`config.mk`:
```
export PLATFORM = sky130hd
export DESIGN_NAME = llr_extr_sched_flat
export DESIGN_NICKNAME = d
export VERILOG_FILES = /design/src/rtl/llr_extr_sched_if.sv /design/src/rtl/llr_extr_sched.sv /design/src/flat_wrapper.sv
export SDC_FILE = /design/constraint.sdc
export NUM_CORES = 1
export LEC_CHECK = 0
export ABC_AREA = 1
export BUFFER_PORTS_ARGS = -buffer_cell sky130_fd_sc_hd__buf_2
export CAP_MARGIN = 10
export CELL_PAD_IN_SITES_DETAIL_PLACEMENT = 1
export CELL_PAD_IN_SITES_GLOBAL_PLACEMENT = 1
export CORE_ASPECT_RATIO = 1.4
export CORE_UTILIZATION = 44
export CTS_BUF_LIST = sky130_fd_sc_hd__clkbuf_2 sky130_fd_sc_hd__clkbuf_4 sky130_fd_sc_hd__clkbuf_8
export DETAILED_ROUTE_END_ITERATION = 6
export GPL_TIMING_DRIVEN = 0
export PLACE_DENSITY = 0.83
export SYNTH_ARGS = -nofsm -noshare
export SYNTH_HDL_FRONTEND = slang
export SYNTH_SLANG_ARGS = --single-unit
```
`constraint.sdc`:
```
create_clock -name aclk -period 3.9 [get_ports aclk]
set_clock_uncertainty 0.2 [all_clocks]
set_input_delay 0.585 -clock aclk [delete_from_list [all_inputs] [get_ports aclk]]
set_output_delay 0.585 -clock aclk [all_outputs]
set_load 0.01 [all_outputs]
```
`src/rtl/llr_extr_sched_if.sv`:
```
// llr_extr_sched_if: start/read/pipeline/status bundle for the LLR extrinsic sequencer.
// o_cycle_count exists only when LLR_EXTR_SCHED_PERF_EN is defined.
`timescale 1ns/1ps
interface llr_extr_sched_if #(parameter int AWIDTH = 12);
  logic              i_start;
  logic [AWIDTH-1:0] i_frame_len;
  logic              i_hold;
  logic              o_busy;
  logic              o_rd_en;
  logic [AWIDTH-1:0] o_rd_addr;
  logic              o_calc_sof;
  logic              o_calc_eof;
  logic              o_calc_valid;
  logic              i_llr_valid;
  logic              i_llr_eof;
  logic              o_done;
  logic              o_err;
`ifdef LLR_EXTR_SCHED_PERF_EN
  logic [31:0]       o_cycle_count;
`endif
  modport slave (
    input  i_start, i_frame_len, i_hold, i_llr_valid, i_llr_eof,
    output o_busy, o_rd_en, o_rd_addr, o_calc_sof, o_calc_eof, o_calc_valid, o_done, o_err
`ifdef LLR_EXTR_SCHED_PERF_EN
    , output o_cycle_count
`endif
  );
  modport master (
    output i_start, i_frame_len, i_hold, i_llr_valid, i_llr_eof,
    input  o_busy, o_rd_en, o_rd_addr, o_calc_sof, o_calc_eof, o_calc_valid, o_done, o_err
`ifdef LLR_EXTR_SCHED_PERF_EN
    , input o_cycle_count
`endif
  );
endinterface

```
`src/rtl/llr_extr_sched.sv`:
```
// llr_extr_sched: frame sequencer reading trellis buffers N-1..0, tagging the LLR pipeline and checking its output count.
// Optional LLR_EXTR_SCHED_PERF_EN adds a saturating busy-cycle counter.
`timescale 1ns/1ps
module llr_extr_sched #(
  parameter int AWIDTH       = 12,
  parameter int RD_LATENCY   = 2,
  parameter int CALC_LATENCY = 9,
  parameter int WDOG_SLACK   = 4
) (
  input logic aclk,
  input logic aresetn,
  llr_extr_sched_if.slave bus
);
  typedef enum logic [1:0] {IDLE, ISSUE, DRAIN, DONE} state_t;
  localparam int WD = RD_LATENCY + CALC_LATENCY + WDOG_SLACK;
  localparam int WW = $clog2(WD + 1);
  state_t state_q, state_d;
  logic [AWIDTH-1:0] len_q, len_d, cnt_q, cnt_d;
  logic [AWIDTH:0] out_q, out_d;
  logic [WW-1:0] wd_q, wd_d;
  logic busy_q, busy_d, done_q, done_d, err_q, err_d, first_q, first_d;
  logic [RD_LATENCY-1:0] v_q, v_d, s_q, s_d, e_q, e_d;
  logic accept, rd;
`ifdef LLR_EXTR_SCHED_PERF_EN
  logic [31:0] cyc_q, cyc_d;
`endif
  always_comb begin
    accept = state_q == IDLE && bus.i_start && bus.i_frame_len != '0;
    rd = state_q == ISSUE && !bus.i_hold;
    state_d = state_q;
    len_d = accept ? bus.i_frame_len : len_q;
    cnt_d = accept ? bus.i_frame_len - AWIDTH'(1) : (rd && cnt_q != '0) ? cnt_q - AWIDTH'(1) : cnt_q;
    first_d = accept | (first_q & ~rd);
    out_d = accept ? '0 : (busy_q && bus.i_llr_valid) ? out_q + 1'b1 : out_q;
    busy_d = busy_q | accept;
    done_d = 1'b0;
    wd_d = wd_q;
    err_d = accept ? 1'b0 : err_q | (state_q == IDLE && bus.i_start && bus.i_frame_len == '0)
          | (bus.i_llr_valid && !busy_q)
          | (bus.i_llr_valid && bus.i_llr_eof && busy_q && out_q + 1'b1 != {1'b0, len_q});
    // tags enter the alignment line already gated by the read strobe
    v_d = RD_LATENCY'({v_q, rd});
    s_d = RD_LATENCY'({s_q, rd & first_q});
    e_d = RD_LATENCY'({e_q, rd && cnt_q == '0});
    case (state_q)
      IDLE: state_d = accept ? ISSUE : IDLE;
      ISSUE: if (rd && cnt_q == '0) begin
        state_d = DRAIN;
        wd_d = WW'(WD);
      end
      DRAIN: if (out_d >= {1'b0, len_q}) begin
        state_d = DONE;
        done_d = 1'b1;
        busy_d = 1'b0;
      end else if (bus.i_llr_valid) begin
        wd_d = WW'(WD);
      end else if (wd_q <= WW'(1)) begin
        state_d = DONE;
        done_d = 1'b1;
        busy_d = 1'b0;
        err_d = 1'b1;
      end else begin
        wd_d = wd_q - WW'(1);
      end
      default: state_d = IDLE;
    endcase
`ifdef LLR_EXTR_SCHED_PERF_EN
    cyc_d = accept ? '0 : (busy_q && !(&cyc_q)) ? cyc_q + 32'd1 : cyc_q;
`endif
  end
  always_ff @(posedge aclk or negedge aresetn) begin
    if (!aresetn) begin
      state_q <= IDLE;
      len_q <= '0;
      cnt_q <= '0;
      out_q <= '0;
      wd_q <= '0;
      busy_q <= 1'b0;
      done_q <= 1'b0;
      err_q <= 1'b0;
      first_q <= 1'b0;
      v_q <= '0;
      s_q <= '0;
      e_q <= '0;
`ifdef LLR_EXTR_SCHED_PERF_EN
      cyc_q <= '0;
`endif
    end else begin
      state_q <= state_d;
      len_q <= len_d;
      cnt_q <= cnt_d;
      out_q <= out_d;
      wd_q <= wd_d;
      busy_q <= busy_d;
      done_q <= done_d;
      err_q <= err_d;
      first_q <= first_d;
      v_q <= v_d;
      s_q <= s_d;
      e_q <= e_d;
`ifdef LLR_EXTR_SCHED_PERF_EN
      cyc_q <= cyc_d;
`endif
    end
  end
  assign bus.o_busy = busy_q;
  assign bus.o_done = done_q;
  assign bus.o_err = err_q;
  assign bus.o_rd_en = rd;
  assign bus.o_rd_addr = cnt_q;
  assign bus.o_calc_valid = v_q[RD_LATENCY-1];
  assign bus.o_calc_sof = s_q[RD_LATENCY-1] & v_q[RD_LATENCY-1];
  assign bus.o_calc_eof = e_q[RD_LATENCY-1] & v_q[RD_LATENCY-1];
`ifdef LLR_EXTR_SCHED_PERF_EN
  assign bus.o_cycle_count = cyc_q;
`endif
endmodule
```
`src/flat_wrapper.sv`:
```
// flat-port wrapper written by rule: the top's interface ports become plain ports
module llr_extr_sched_flat 
#(
  parameter int AWIDTH       = 12,
  parameter int RD_LATENCY   = 2,
  parameter int CALC_LATENCY = 9,
  parameter int WDOG_SLACK   = 4
)
  (aclk, aresetn, bus_i_start, bus_i_frame_len, bus_i_hold, bus_i_llr_valid, bus_i_llr_eof, bus_o_busy, bus_o_rd_en, bus_o_rd_addr, bus_o_calc_sof, bus_o_calc_eof, bus_o_calc_valid, bus_o_done, bus_o_err);
  llr_extr_sched_if #(.AWIDTH(AWIDTH)) bus_i ();
  input logic aclk;
  input logic aresetn;
  input wire logic [$bits(bus_i.i_start)-1:0] bus_i_start;
  input wire logic [$bits(bus_i.i_frame_len)-1:0] bus_i_frame_len;
  input wire logic [$bits(bus_i.i_hold)-1:0] bus_i_hold;
  input wire logic [$bits(bus_i.i_llr_valid)-1:0] bus_i_llr_valid;
  input wire logic [$bits(bus_i.i_llr_eof)-1:0] bus_i_llr_eof;
  output wire logic [$bits(bus_i.o_busy)-1:0] bus_o_busy;
  output wire logic [$bits(bus_i.o_rd_en)-1:0] bus_o_rd_en;
  output wire logic [$bits(bus_i.o_rd_addr)-1:0] bus_o_rd_addr;
  output wire logic [$bits(bus_i.o_calc_sof)-1:0] bus_o_calc_sof;
  output wire logic [$bits(bus_i.o_calc_eof)-1:0] bus_o_calc_eof;
  output wire logic [$bits(bus_i.o_calc_valid)-1:0] bus_o_calc_valid;
  output wire logic [$bits(bus_i.o_done)-1:0] bus_o_done;
  output wire logic [$bits(bus_i.o_err)-1:0] bus_o_err;
  assign bus_i.i_start = bus_i_start;
  assign bus_i.i_frame_len = bus_i_frame_len;
  assign bus_i.i_hold = bus_i_hold;
  assign bus_i.i_llr_valid = bus_i_llr_valid;
  assign bus_i.i_llr_eof = bus_i_llr_eof;
  assign bus_o_busy = bus_i.o_busy;
  assign bus_o_rd_en = bus_i.o_rd_en;
  assign bus_o_rd_addr = bus_i.o_rd_addr;
  assign bus_o_calc_sof = bus_i.o_calc_sof;
  assign bus_o_calc_eof = bus_i.o_calc_eof;
  assign bus_o_calc_valid = bus_i.o_calc_valid;
  assign bus_o_done = bus_i.o_done;
  assign bus_o_err = bus_i.o_err;
  llr_extr_sched #(.AWIDTH(AWIDTH), .RD_LATENCY(RD_LATENCY), .CALC_LATENCY(CALC_LATENCY), .WDOG_SLACK(WDOG_SLACK)) u_core (.aclk(aclk), .aresetn(aresetn), .bus(bus_i));
endmodule
```
==> results.tsv, run 1 <==
stage	metric	value	unit
timing	setup_tns	0	ns
final_layout	diodes	0	
drt	first_pass_iters	4	
global_routing	grt.overflow.total	0	
floorplan	fp.dieW	77.6	microns
global_routing	grt_usage	26.1	%
synth	ys_seq_area_share	37.6	%
placed_design	hpwlAfterDp	7830	microns
synth	synth_seq_cells	53	
setup_path	crit_family	simple AND/OR/NAND/NOR gates	
setup_path	reg2reg_depth	23	
setup_path	cp_num_cells	23	
setup_path	max_stage_delay	0.42	ns
drt	drt_wl_total	9980	microns
hold_path	min_path_type	input port to asynchronous set/reset pin	
setup_path	path_buf_inv	5	
final_layout	drive_gt1_share	15.4	%
clock_network	clockBufferDepth	2	
clock_network	post_cts_buffers	0	
final_layout	num-nets-final	575	
timing	hold_viol	0	
setup_path	setup.worst_path.class	register to register	
setup_path	cp_max_fo	10	
outcome	status	complete, no violations	
floorplan	start_util	45.5	%
timing	max_slew.worst_pin.slew	0.515	ns
power_and_ir_drop	p_per_area	845	nW/um^2
clock_network	cts_buffers	5	
clock_network	post_cts_resized	0	
global_routing	antenna_found_initial	0	
timing	finalCritPeriodShare	91.0	%
drt	wl_per_cell	15.6	microns
synth	synth_edf_count	0	
synth	ys_types	34	
synth	synth-async-reset-ratio	100	%
drt	drt_iter0_markers	153	
synth	syn_nets	531	
timing	slew_headroom	65.7	%
clock_network	clock_latency	0.32	ns
power_and_ir_drop	power	0.00333	W
timing	setup_violations	0	
floorplan	ios	37	
run	maxCapViolCount	0	
drt	drc	0	
global_routing	grt_pass1_wl	16900	microns
synth	synth_area_leader_cell	dfrtp_1	
drt	drtAntennaViolNets	0	
clock_network	cts.clk_slew.worst_paths	0.10	ns
synth	synthCells	494	
clock_network	cts.sinks	53	
clock_network	cts_tree	yes	
clock_network	root_buffer	clkbuf_8	
synth	synth_area_leaders	dfrtp_1, nand2_1, nand3_1	
synth	synth_top_flop_cell	dfrtp_1	
synth	synth_top_area_share	37.6	%
power_and_ir_drop	vdd.ir_drop.worst	0.371	mV
drt	viasPerCell	5.26	
setup_path	crit_top_cell	nand2_1	
setup_path	crit_chain	inv_1, ha_1, nand2_1, inv_2, nand2_4, inv_2, clkbuf_1, a211oi_1, ha_1, nand2_1, inv_1, nand4_1, nand3_1, nand2_1, nand2_1, nand2_1, nand2_1, nand2_1, nand3_1, nand2_2, nand2_2, nand2_1, nand2_1	
timing	rsz0062_at_grt	no	
placed_design	gp_congestion	0.870	
timing	slew_violations	0	
synth	yosysWarnings	0	
power_and_ir_drop	leakagePower	2.10	nW
placed_design	io_buffers	36	
floorplan	coreArea	7750	sq um
timing	max_freq	282	MHz
clock_network	htree_levels	2	
timing	period_minus_slack	3.55	ns
setup_path	crit_arrival	3.57	ns
global_routing	grt_max_degree	37	
synth	syn_area_per_cell	7.13	sq um
setup_path	critPathLaunchType	register	
floorplan	die_y	108	microns
setup_path	r2r_slack	0.35	ns
synth	syn-cell-area	3520	sq um
floorplan	rows	38	
final_layout	syn2layout_area_growth	11.8	%
clock_network	hold_buffers	0	
setup_path	end_kind	register	
floorplan	die-area	8370	sq um
global_routing	first_global_vias	3593	
setup_path	required	3.92	ns
setup_path	slowest_stage	dfrtp_1	
drt	vias	3362	
## Yosys cell counts, types with 2 or more instances
master / count
nor2_2: 7
a21oi_1: 11
nand2_1: 143
and2_1: 2
xnor2_1: 3
xor2_1: 6
nor2_1: 44
nor4_1: 3
inv_2: 4
nand2_2: 12
or2_1: 2
nand2_4: 3
nand4_1: 7
a211oi_1: 2
a31oi_1: 5
clkbuf_1: 2
buf_4: 2
nor2_4: 3
ha_1: 19
nand3_1: 53
nor3_1: 2
dfrtp_1: 53
o21ai_0: 28
inv_1: 63
buf_6: 2
o21ai_1: 5
## power breakdown
group / switching [W] / total, W / internal (W)
logic: 0.00126 / 0.00197 / 0.000713
registers: 0.000229 / 0.00102 / 0.000791
clock network: 0.000200 / 0.000335 / 0.000136
## area by class of cell
type                       instances  area [sq um]
fill                            1049          3810
clock inverter                     2          13.8
tap                              100           125
sequential                        53          1330
inverter                          68           255
clock buffer                       6          76.3
multi-input combinational        366          1880
timing repair buffer              37           200
buffer                             7          58.8
## routing by layer
metal / track usage (%) / share of wire (%) / vias to the layer above
met3: 3.64 / 2.1 / 17
met4: 9.16 / 2.4 / 0
li1: - / - / 1671
met2: 50.1 / 54 / 42
met5: 0 / 0 / -
met1: 28.8 / 42 / 1632
## state kept, by name, summed over array words and instances (netlist names)
signal / flops
u_core.out_q: 13
u_core.bus.o_rd_addr: 12
u_core.len_q: 12
u_core.wd_q: 4
u_core.e_q: 2
u_core.s_q: 2
u_core.state_q: 2
u_core.v_q: 2
u_core.bus.o_busy: 1
u_core.bus.o_done: 1
u_core.bus.o_err: 1
u_core.first_q: 1
## final timing paths
kind                                        start              end
min in group aclk                   u_core.v_q[0]    u_core.v_q[1]
worst min register to register      u_core.v_q[0]    u_core.v_q[1]
worst min-delay path                      aresetn  u_core.out_q[2]
worst max register to register  u_core.state_q[0]   u_core.wd_q[3]
worst max-delay path            u_core.state_q[0]   u_core.wd_q[3]
max in group asynchronous                 aresetn   u_core.wd_q[1]
## metrics by stage
| step | worst slack, ns | hold WS [ns] | instances | instance area [sq um] | util, % |
|---|---|---|---|---|---|
| floorplan | 0.756 | 0.0894 | 494 | 3520 | - |
| global placement | 0.210 | 0.132 | 630 | 3830 | 49.4 |
| detailed placement | 0.0618 | 0.142 | 631 | 3850 | 49.7 |
| CTS | 0.318 | 0.0193 | 639 | 3940 | 50.8 |
| global route | 0.0134 | 0.0255 | 639 | 3940 | 50.8 |
| finish | 0.351 | 0.00824 | 639 | 3940 | 50.8 |
## cell usage in the layout, fill, tap and decap left out, types with 6 or more instances in the layout
cell      instances
dfrtp_1          53
o21ai_0          28
nand3_1          53
inv_1            63
xor2_1            6
clkbuf_8          6
nor2_1           44
nand4_1           7
nand2_2          12
nor2_2            7
buf_2            36
ha_1             19
nand2_1         143
a21oi_1          11
## cell families (layout without fill, tap and decap cells)
group | Yosys count | after routing | share of synthesized area [%]
AOI/OAI and AO/OA | 55 | 55 | 8.49
xor gates and xnor gates | 9 | 9 | 2.24
adders and majority gates | 19 | 19 | 6.75
buffers and inverters | 75 | 120 | 8.91
DFF | 53 | 53 | 37.6
and+or+nand+nor | 283 | 283 | 36.0
## worst reg2reg max path, cell delays in order (launching register included)
cell and delay, ns:
dfrtp_1 0.42, inv_1 0.11, ha_1 0.18, nand2_1 0.10
inv_2 0.16, nand2_4 0.11, inv_2 0.18, clkbuf_1 0.40
a211oi_1 0.14, ha_1 0.35, nand2_1 0.10, inv_1 0.05
nand4_1 0.06, nand3_1 0.08, nand2_1 0.10, nand2_1 0.08
nand2_1 0.06, nand2_1 0.05, nand2_1 0.09, nand3_1 0.09
nand2_2 0.14, nand2_2 0.10, nand2_1 0.07, nand2_1 0.05
(Power assumes the default switching activity.)
==> inputs of run 2 (changes only) <==
==> constraint.sdc (replaced) <==
create_clock -name aclk -period 3.5 [get_ports aclk]
set_clock_uncertainty 0.2 [all_clocks]
set_input_delay 0.525 -clock aclk [delete_from_list [all_inputs] [get_ports aclk]]
set_output_delay 0.525 -clock aclk [all_outputs]
set_load 0.01 [all_outputs]
==> run 2 against run 1 <==
Compared with the run above:
- final cell count rose by 1.3%
- die area is the same
- combinational power is 17% higher
- routed wire length rose by 2.1%
- non-clock buffer count up 8
- flip-flop and latch count unchanged
- final area up 2.5%
- register-to-register slack got worse by 0.09 ns
- global-route usage is 0.091 points lower
- sequential power grew 11%
- critical path type unchanged
- critical endpoint unchanged
- largest cell class unchanged
- via count grew 1.5%
==> results.tsv, run 2 (same netlist as run 1, synthesis figures left out) <==
stage	metric	value	unit
final_layout	num-nets-final	583	
outcome	status	complete, no violations	
clock_network	clockBufferDepth	2	
placed_design	gp_congestion	0.870	
power_and_ir_drop	leakagePower	2.15	nW
hold_path	min_path_type	register to register	
final_layout	syn2layout_area_growth	14.6	%
hold_path	hold_depth	0	
power_and_ir_drop	pwr-share-comb	60.5	%
setup_path	setup.worst_path.class	register to register	
global_routing	antenna_found_initial	0	
run	maxCapViolCount	0	
placed_design	hpwlAfterDp	7830	microns
power_and_ir_drop	p_per_area	946	nW/um^2
drt	drc	0	
setup_path	cp_max_fo	12	
floorplan	coreArea	7750	sq um
placed_design	io_buffers	36	
global_routing	grt_pass1_wl	16900	microns
power_and_ir_drop	internal-power	0.00189	W
final_layout	design_area	4040	sq um
floorplan	start_util	45.5	%
floorplan	die_y	108	microns
setup_path	r2r-end	u_core.wd_q[3]	
power_and_ir_drop	swShare	50.4	%
drt	drt_iter0_markers	179	
drt	drtAntennaViolNets	0	
power_and_ir_drop	vdd.ir_drop.worst	0.444	mV
timing	hold_viol	0	
setup_path	required	3.52	ns
clock_network	root_buffer	clkbuf_8	
global_routing	grt_max_degree	37	
timing	finalCritPeriodShare	92.6	%
setup_path	critPathLaunchType	register	
floorplan	rows	38	
clock_network	cts.sinks	53	
drt	wl_per_cell	15.8	microns
final_layout	diodes	0	
floorplan	fp.dieW	77.6	microns
floorplan	ios	37	
power_and_ir_drop	power_frac_seq	29.6	%
final_layout	layout_common_cells	nand2_1, inv_1, nand3_1, dfrtp_1, nor2_1	
final_layout	regMostFlops	u_core.out_q	
timing	max_slew.worst_pin.slew	0.477	ns
timing	slew_headroom	68.2	%
setup_path	end_kind	register	
setup_path	r2r_start	u_core.state_q[0]	
clock_network	htree_levels	2	
timing	setup_violations	0	
final_layout	final_common_cell	nand2_1	
global_routing	grt.overflow.total	0	
clock_network	cts.clk_slew.worst_paths	0.10	ns
final_layout	largest_reg_flops	13	
hold_path	holdPathEnd	u_core.e_q[1]	
global_routing	grt_usage	26.0	%
drt	first_pass_iters	4	
timing	max_freq	308	MHz
final_layout	drive_gt1_share	18.3	%
floorplan	die-area	8370	sq um
placed_design	place_area	3850	sq um
clock_network	cts_buffers	5	
timing	hold_slack	0.161	ns
drt	vias	3413	
clock_network	cts_tree	yes	
setup_path	r2r_slack	0.26	ns
final_layout	final_util	52.1	%
hold_path	hp-start	u_core.e_q[0]	
setup_path	crit_arrival	3.27	ns
global_routing	first_global_vias	3618	
power_and_ir_drop	clockPowerShare	9.8	%
timing	slew_violations	0	
setup_path	reg2reg_depth	21	
power_and_ir_drop	switchingPower	0.00193	W
clock_network	clock_latency	0.32	ns
timing	period_minus_slack	3.24	ns
drt	viasPerCell	5.28	
drt	drt_wl_total	10200	microns
[run 2: per-stage QoR]
stage | setup slack [ns] | total power [W] | instances | setup TNS (ns)
finish | 0.257 | 0.00382 | 647 | 0
global route | -0.0299 | 0.00421 | 647 | -0.0778
CTS | 0.0213 | 0.00377 | 642 | 0
detailed placement | -0.278 | 0.00333 | 631 | -1.85
global placement | -0.130 | 0.00320 | 630 | -0.577
floorplan | 0.416 | 0.00270 | 494 | 0
[run 2: cell type report]
type,instances,area (sq um)
Fill cell,1049,3710
Multi-Input combinational cell,366,1900
Sequential cell,53,1330
Timing Repair Buffer,47,278
Inverter,68,259
Tap cell,100,125
Clock buffer,6,76.3
Buffer,5,53.8
Clock inverter,2,13.8
[run 2: worst max path at each step]
stage | from | depth (start not counted) | endpoint
after floorplan | bus_i_frame_len[0] | 23 | u_core.wd_q[2]
final | u_core.state_q[0] | 21 | u_core.wd_q[3]
after global routing | u_core.state_q[0] | 23 | u_core.wd_q[2]
after global placement | bus_i_frame_len[0] | 23 | u_core.wd_q[3]
after detailed placement | bus_i_frame_len[0] | 24 | u_core.wd_q[1]
after CTS | u_core.state_q[0] | 24 | u_core.wd_q[1]
[run 2: critical path, stage by stage, from the launching register on]
cell	delay, ns
dfrtp_1	0.37
inv_1	0.08
ha_1	0.21
nand2_1	0.11
inv_2	0.10
nand2_4	0.14
buf_12	0.14
o21ai_0	0.10
a21oi_1	0.20
ha_1	0.31
a21oi_1	0.21
nand3_1	0.14
nand2_1	0.11
nand2_1	0.07
nand2_1	0.06
nand2_1	0.05
nand2_1	0.10
nand3_1	0.09
nand2_2	0.13
nand2_2	0.10
nand2_1	0.07
nand2_1	0.05
[run 2: what timing repair did]
action / 4_1_cts / 5_1_grt
endpoints found under the hold margin: 17 / 0
pin swaps: 0 / 1
cloned: 0 / 0
endpoints found under the setup margin: 7 / 8
hold buffers: 1 / 0
setup buffers: 3 / 6
gates resized for setup: 0 / 12
[run 2: layer usage]
metal / vias to the layer above / global-route usage (%) / part of all wire (%)
met3: 18 / 3.64 / 2.6
met1: 1655 / 28.7 / 41
li1: 1686 / - / -
met2: 54 / 49.8 / 54
met5: - / 0 / 0
met4: 0 / 9.43 / 2.4
[run 2: power groups by stage]
stage / logic, W / registers [W] / clock network [W]
6_report: 0.00231 / 0.00113 / 0.000375
5_1_grt: 0.00264 / 0.00117 / 0.000407
2_1_floorplan: 0.00159 / 0.00111 / 0
3_5_place_dp: 0.00219 / 0.00115 / 0
3_3_place_gp: 0.00207 / 0.00113 / 0
4_1_cts: 0.00225 / 0.00113 / 0.000383
